File: config.mk
export PLATFORM = sky130hd
export DESIGN_NAME = pattern_gen
export DESIGN_NICKNAME = d
export VERILOG_FILES = /design/src/rtl/pattern_gen.sv
export SDC_FILE = /design/constraint.sdc
export NUM_CORES = 1
export LEC_CHECK = 0
export ABC_AREA = 1
export BUFFER_PORTS_ARGS = -buffer_cell sky130_fd_sc_hd__buf_2
export CORE_MARGIN = 2
export CORE_UTILIZATION = 50
export CTS_BUF_LIST = sky130_fd_sc_hd__clkbuf_8
export CTS_CLUSTER_DIAMETER = 150
export DETAILED_ROUTE_END_ITERATION = 12
export PLACE_DENSITY = 0.69
export SYNTH_ARGS = -nofsm -noshare
export SYNTH_HDL_FRONTEND = slang
export SYNTH_SLANG_ARGS = --single-unit
File: constraint.sdc
create_clock -name clk -period 5.3 [get_ports clk]
set_input_delay 1.06 -clock clk [delete_from_list [all_inputs] [get_ports clk]]
set_output_delay 1.06 -clock clk [all_outputs]
set_load 0.01 [all_outputs]
File: src/rtl/pattern_gen.sv
// Round generator: writes distinct nonzero 10-bit values from a free-running LFSR into
// slots 0..level-1 after a full wipe, showing each value on led for a tick-paced interval.
module pattern_gen #(
  parameter int unsigned SHOW_TICKS = 4,
  parameter int unsigned GAP_TICKS  = 1,
  parameter logic [15:0] LFSR_SEED  = 16'hACE1
) (
  input  logic       clk,
  input  logic       clr,
  input  logic       start,
  input  logic [3:0] level,
  input  logic       tick,
  output logic [9:0] d,
  output logic [3:0] wn,
  output logic       we,
  output logic [9:0] led,
  output logic       busy,
  output logic       done
);

  localparam logic [2:0] S_IDLE = 3'd0;
  localparam logic [2:0] S_WIPE = 3'd1;
  localparam logic [2:0] S_GEN  = 3'd2;
  localparam logic [2:0] S_SHOW = 3'd3;
  localparam logic [2:0] S_GAP  = 3'd4;
  localparam logic [2:0] S_FIN  = 3'd5;

  localparam int CW = 8;
  localparam logic [CW-1:0] SHOW_LAST = CW'(SHOW_TICKS - 1);
  localparam logic [CW-1:0] GAP_LAST  = CW'(GAP_TICKS - 1);
  // x^16 + x^14 + x^13 + x^11 + 1, right-shifting Galois form
  localparam logic [15:0] LFSR_TAPS = 16'hB400;

  logic [2:0]    state_q, state_d;
  logic [15:0]   lfsr_q, lfsr_d;
  logic [3:0]    idx_q, idx_d;
  logic [3:0]    lvl_q, lvl_d;
  logic [3:0]    wipe_q, wipe_d;
  logic [CW-1:0] cnt_q, cnt_d;
  logic [9:0]    led_q, led_d;
  logic [9:0]    hist_q [10];
  logic          hist_clr, hist_wr;
  logic [9:0]    cand;
  logic          dup, cand_ok, gap_exit;

  assign lfsr_d = {1'b0, lfsr_q[15:1]} ^ (lfsr_q[0] ? LFSR_TAPS : 16'h0000);
  assign cand   = lfsr_q[9:0];

  always_comb begin
    dup = 1'b0;
    for (int i = 0; i < 10; i++) begin
      if ((4'(i) < idx_q) && (hist_q[i] == cand)) dup = 1'b1;
    end
  end

  assign cand_ok = (cand != 10'd0) && !dup;
  assign led     = led_q;
  assign busy    = (state_q != S_IDLE);
  assign done    = (state_q == S_FIN);

  always_comb begin
    state_d  = state_q;
    idx_d    = idx_q;
    lvl_d    = lvl_q;
    wipe_d   = wipe_q;
    cnt_d    = cnt_q;
    led_d    = led_q;
    hist_clr = 1'b0;
    hist_wr  = 1'b0;
    gap_exit = 1'b0;
    we       = 1'b0;
    wn       = 4'd0;
    d        = 10'd0;
    case (state_q)
      S_IDLE: begin
        led_d = 10'd0;
        if (start) begin
          lvl_d    = (level == 4'd0) ? 4'd1 : ((level > 4'd10) ? 4'd10 : level);
          idx_d    = 4'd0;
          wipe_d   = 4'd0;
          hist_clr = 1'b1;
          state_d  = S_WIPE;
        end
      end
      S_WIPE: begin
        we = 1'b1;
        wn = wipe_q;
        if (wipe_q == 4'd9) state_d = S_GEN;
        else                wipe_d  = wipe_q + 4'd1;
      end
      S_GEN: begin
        if (cand_ok) begin
          we      = 1'b1;
          wn      = idx_q;
          d       = cand;
          hist_wr = 1'b1;
          led_d   = cand;
          cnt_d   = '0;
          state_d = S_SHOW;
        end
      end
      S_SHOW: begin
        if (tick) begin
          if (cnt_q == SHOW_LAST) begin
            cnt_d   = '0;
            led_d   = 10'd0;
            state_d = S_GAP;
          end else begin
            cnt_d = cnt_q + CW'(1);
          end
        end
      end
      S_GAP: begin
        // a zero-tick gap still spends this one blank cycle making the decision
        gap_exit = (GAP_TICKS == 0) || (tick && (cnt_q == GAP_LAST));
        if (tick) cnt_d = cnt_q + CW'(1);
        if (gap_exit) begin
          cnt_d   = '0;
          idx_d   = idx_q + 4'd1;
          state_d = ((idx_q + 4'd1) == lvl_q) ? S_FIN : S_GEN;
        end
      end
      S_FIN: begin
        state_d = S_IDLE;
      end
      default: begin
        state_d = S_IDLE;
      end
    endcase
  end

  always_ff @(posedge clk or posedge clr) begin
    if (clr) begin
      state_q <= S_IDLE;
      lfsr_q  <= LFSR_SEED;
      idx_q   <= 4'd0;
      lvl_q   <= 4'd1;
      wipe_q  <= 4'd0;
      cnt_q   <= '0;
      led_q   <= 10'd0;
    end else begin
      state_q <= state_d;
      lfsr_q  <= lfsr_d;
      idx_q   <= idx_d;
      lvl_q   <= lvl_d;
      wipe_q  <= wipe_d;
      cnt_q   <= cnt_d;
      led_q   <= led_d;
    end
  end

  always_ff @(posedge clk or posedge clr) begin
    if (clr) begin
      for (int i = 0; i < 10; i++) hist_q[i] <= 10'd0;
    end else if (hist_clr) begin
      for (int i = 0; i < 10; i++) hist_q[i] <= 10'd0;
    end else if (hist_wr) begin
      hist_q[idx_q] <= cand;
    end
  end

endmodule

# After elaboration in Yosys (flattened, before gate mapping)
# Cells that the tools add are included.
# op_classes
shifts,0
n_eq_ne,26
div,0
n_reduce_logical,30
n_mux,50
bitwise,2
n_addsub,3
n_mul,0
order_cmp,13
# op_table
cell,count
$mux W100,2
$bwmux W100,1
$eq A10 B10 Y1,10
$mux W10,6
$demux W10 S4,1
$mux W8,5
$pmux W10 S3,1
$mux W4,6
$pmux W4 S2,3
$pmux W8 S3,1
$mux W3,7
$lt A3 B4 Y1 const A,4
$mux W16,1
$xor A15 B16 Y16,1
$pmux W3 S5,1
$mux W1,14
$ne A2 B2 Y1 const B,7
$logic_and A1 B1 Y1,13
$reduce_bool A10 Y1,1
$reduce_bool A3 Y1,3
$add A4 B1 Y4 const B,2
$add A8 B1 Y8 const B,1
$eq A8 B2 Y1 const B,1
$logic_not A8 Y1,1
22 further kinds,31
# word_totals
memories,0
wordCells,141
reg_bits,149
latchBits,0
output_inout_bits,27
mem_bits_ro,0
ram_bits,0
inputBits,8

# Longest topological paths before layout
# logic_depth
word_depth,18
mapped_depth,17
depth_no_buf,15

# Worst setup path after synthesis
# OpenSTA, ideal clock, no wires.
# synth_path
path_kind,reg-to-output
start,register lfsr_q[7]
end,output wn[3]
setup_slack_ps,2295
stages_incl_launch_ff,15
required_time_ps,4240
t_arrival_ps,1945
n_path_buf,2
cell_sequence,dfstp_2 > buf_6 > inv_2 > o21ai_0 > inv_1 > nand3_1 > nor2_1 > nand3_1 > nand2_1 > inv_1 > nand2_1 > nor2_4 > nand3_2 > buf_6 > o21ai_0
# synth_between
elab_chain_len,16
elab_cells_between_ends,35
cone_classes,10 x eq/ne; 12 x mux; 13 x reduce/logical
# synth_rtl
item,line,rtl
start: declaration,35,"logic [15:0] lfsr_q, lfsr_d;"
start signal: assignment,143,lfsr_q <= lfsr_d;
$eq A10 B10 Y1,52,if ((4'(i) < idx_q) && (hist_q[i] == cand)) dup = 1'b1;
$logic_and A1 B1 Y1,52,
$mux W1 (10 in series),52,
$logic_not A1 Y1,56,assign cand_ok = (cand != 10'd0) && !dup;
$logic_and A1 B1 Y1 *,56,
$mux W4 *,92,if (cand_ok) begin
$pmux W4 S2 *,74,case (state_q)
end: declaration,14,"output logic [3:0] wn,"
# Every way passes the cells marked *; elsewhere a longest branch is shown, timed or not.

# Final worst setup path
# layout_path
start,register lfsr_q[8]
end,output d[1]
# layout_between
elab_chain_len,16
elab_cells_between_ends,35
cone_classes,10 x eq/ne; 12 x mux; 13 x reduce/logical
# layout_rtl
item,line,rtl
$eq A10 B10 Y1,52,
$logic_and A1 B1 Y1,52,
$mux W1 (10 in series),52,
$logic_not A1 Y1,56,
$logic_and A1 B1 Y1 *,56,
$mux W10 *,92,
$mux W10 *,74,
end: declaration,13,"output logic [9:0] d,"
# Marked as above.

==> flow_summary.yaml <==
outcome:
  status: "finished, final reports clean"
sta:
  slew_viol_final: 0
  skew_ns: 0.0142
  finalHoldViolations: 0
  finalCritPeriodShare_pct: 78.0
  setup_tns_ns: 0
  max-slew-margin-rel_pct: 20.9
  rsz0062_at_grt: "false"
  max_freq_mhz: 242
  period_needed_ns: 4.13
  tightestPinTransition_ns: 1.19
  finalSetupViolCount: 0
worst_setup_path:
  crit_fanout: 13
  cpPeakStageDelay_ns: 0.67
  cp_num_buf_inv: 2
  crit_path_start_kind: "register"
  cp_top_family: "simple AND/OR/NAND/NOR gates"
  path_class: "reg -> out"
  critPathArrivalTime_ns: 3.07
  crit_chain: "buf_4 > nand2_1 > nand3_1 > nor2_1 > nand3_1 > nand2_1 > nor2_1 > nand2_1 > nor2_4 > nand3_2 > nor2_1 > buf_2"
  slowest_stage: "dfrtp_1"
  endpoint_kind: "output port"
  worstPathRequired_ns: 4.24
global_routing:
  grt_max_degree: 105
  grt_usage_pct: 24.8
  grt_pass1_vias: 6818
  grt_pass1_wl_mm: 35.0
  grt_overflow: 0
  grt_antenna_before_repair: 0
floorplanning:
  die_h_um: 134
  core-area_um2: 16600
  ioPinCount: 35
  die-area_um2: 18000
  chipWidth_um: 134
  start_util_pct: 51.1
  num_rows: 47
clock_tree:
  path_clk_slew_ns: 0.09
  clk_latency_ns: 0.48
  cts_root_buf: "clkbuf_8"
  cts_setup_buffers: 0
  cts-buffers-inserted: 17
  cts.path.max_buffers: 2
  cts_sinks: 149
  cts_tree: "built"
  cts_resized: 0
  postCtsHoldBufs: 0
  cts_htree_levels: 4
yosys:
  synth_mux_area_share_pct: 0
  synth-main-ff-cell: "dfrtp_1"
  async_flop_share_pct: 100
  ys_seq_elements: 149
  synthAdderAreaFrac_pct: 1.30
  synth_common_cells: "434 x nand2_1, 140 x dfrtp_1, 121 x nand3_1"
  synth_fp_nets: 1120
  ys_seq_area_share_pct: 44.1
  synth_warnings: 0
  synthTopCellsByArea: "dfrtp_1 41%, nand2_1 19%, nand3_1 7.1%"
  synth-edff-count: 0
  synth_compound_area_share_pct: 1.96
  synth_xor_area_share_pct: 6.82
  synth-simple-area-share_pct: 36.2
  synth_cells: 1104
  synth_cell_types: 35
  synth_area_leader_cell: "dfrtp_1"
  synth.most_common_cell: "nand2_1"
  synth_top_area_share_pct: 41.4
  synth_top_family_by_area: "simple AND/OR/NAND/NOR gates"
  synth_area_um2: 8470
  avgSynthCellArea_um2: 7.67
power:
  power.switching_mw: 1.07
  seq_power_share_pct: 40.8
  p_leak_nw: 5.05
  power.internal_mw: 1.93
  p_sw_share_pct: 35.7
  powerDensity_nw_per_um2: 329
  vdd_drop_max_uv: 228
  p_comb_share_pct: 24.8
  clkPwrFrac_pct: 34.4
routing:
  drtIter0Drc: 476
  vias: 6978
  drc: 0
  final_antenna_net_count: 0
  drt_pre_antenna_iters: 5
  wl_per_cell_um: 15.5
  wirelength_mm: 21.0
  vias_per_cell: 5.14
finish:
  syn2layout_area_growth_pct: 7.65
  layout.nets: 1140
  n_fill_cell: 1590
  fin_util_pct: 55.0
  drive_gt1_share_pct: 12.8
  multi_input_area_um2: 3920
  antennaDiodeCount: 0
  seqCellArea_um2: 3740
worst_hold_path:
  hold_path.class: "reg -> reg"
run:
  cap_violations: 0
placed_design:
  dp_hpwl_mm: 14.0
  port_buffers: 34
  gp_congestion: 0.889
## area by class of cell
cell class / count / area share [%]
Clock inverter: 14 / 2.28
Sequential cell: 149 / 41.0
Inverter: 111 / 4.64
Tap cell: 220 / 3.02
Multi-Input combinational cell: 793 / 43.0
Timing Repair Buffer: 52 / 3.35
Clock buffer: 18 / 2.72
## cells in the final DEF, fill, tap and decap left out, drive strengths merged
cell and instances:
nand3 133, nand4 22, buf 52, xor2 21, maj3 1, bufinv 5, nor4 4, nor2 79
nand2 436, o21ai 19, o22ai 3, o31ai 1, clkinvlp 1, dfstp 9, clkbuf 18, nor3 8
dfrtp 140, inv 112, a21oi 6, a31oi 1, clkinv 7, o2111ai 1, ha 8, or2 5
xnor2 45
## final timing paths
kind	startpoint	endpoint	slack (ns)	depth (start not counted)
hold / removal	lfsr_q[12]	lfsr_q[11]	0.36	0
hold reg to reg	lfsr_q[12]	lfsr_q[11]	0.36	0
setup / recovery	lfsr_q[8]	d[1]	1.17	12
min in group asynchronous	clr	led[5]	0.63	2
setup reg to reg	lfsr_q[8]	hist_q[33]	2.16	14
max in group asynchronous	clr	hist_q[35]	3.63	3
## layer usage
layer,part of all wire (%),GRT usage (%)
met4,2.3,10.4
met2,46,38.8
met3,5.3,4.31
met5,0,0
met1,46,34.3
## worst register-to-register path: cells and delay by family (launching register included)
family,cells,cell delay [ns]
buffers and inverters,3,0.98
flip-flops,1,0.67
AND/OR/NAND/NOR,11,1.43
## state kept, by name, summed over array words and instances, names as in the netlist
| register | count |
|---|---|
| hist_q | 100 |
| lfsr_q | 16 |
| led | 10 |
| cnt_q | 8 |
| idx_q | 4 |
| lvl_q | 4 |
| wipe_q | 4 |
| state_q | 3 |
## metrics by stage
step           instances  total power [mW]  instance area (µm²)  hold slack, ns  worst slack [ns]
2_1_floorplan       1104              1.84                 8470           0.333             0.247
3_3_place_gp        1325              1.98                 8660           0.339              1.73
3_5_place_dp        1325              1.99                 8660           0.352              1.68
4_1_cts             1357              3.01                 9120           0.365              1.15
5_1_grt             1357              3.14                 9120           0.373             0.934
6_report            1357              3.00                 9120           0.362              1.17
## cell families after synthesis
family,count (synthesis)
AND/OR/NAND/NOR,687
buffers and inverters,162
flip-flops,149
XOR/XNOR,66
AO/OA/AOI/OAI,31
adder cells (fa/ha/maj),9
## power by group through the flow
stage | clock (mW) | sequential, mW | combinational, mW
floorplan | 0 | 1.23 | 0.607
global placement | 0 | 1.24 | 0.733
detailed placement | 0 | 1.24 | 0.743
CTS | 1.05 | 1.22 | 0.744
global route | 1.09 | 1.23 | 0.824
finish | 1.03 | 1.22 | 0.745
(Power assumes the default switching activity.)
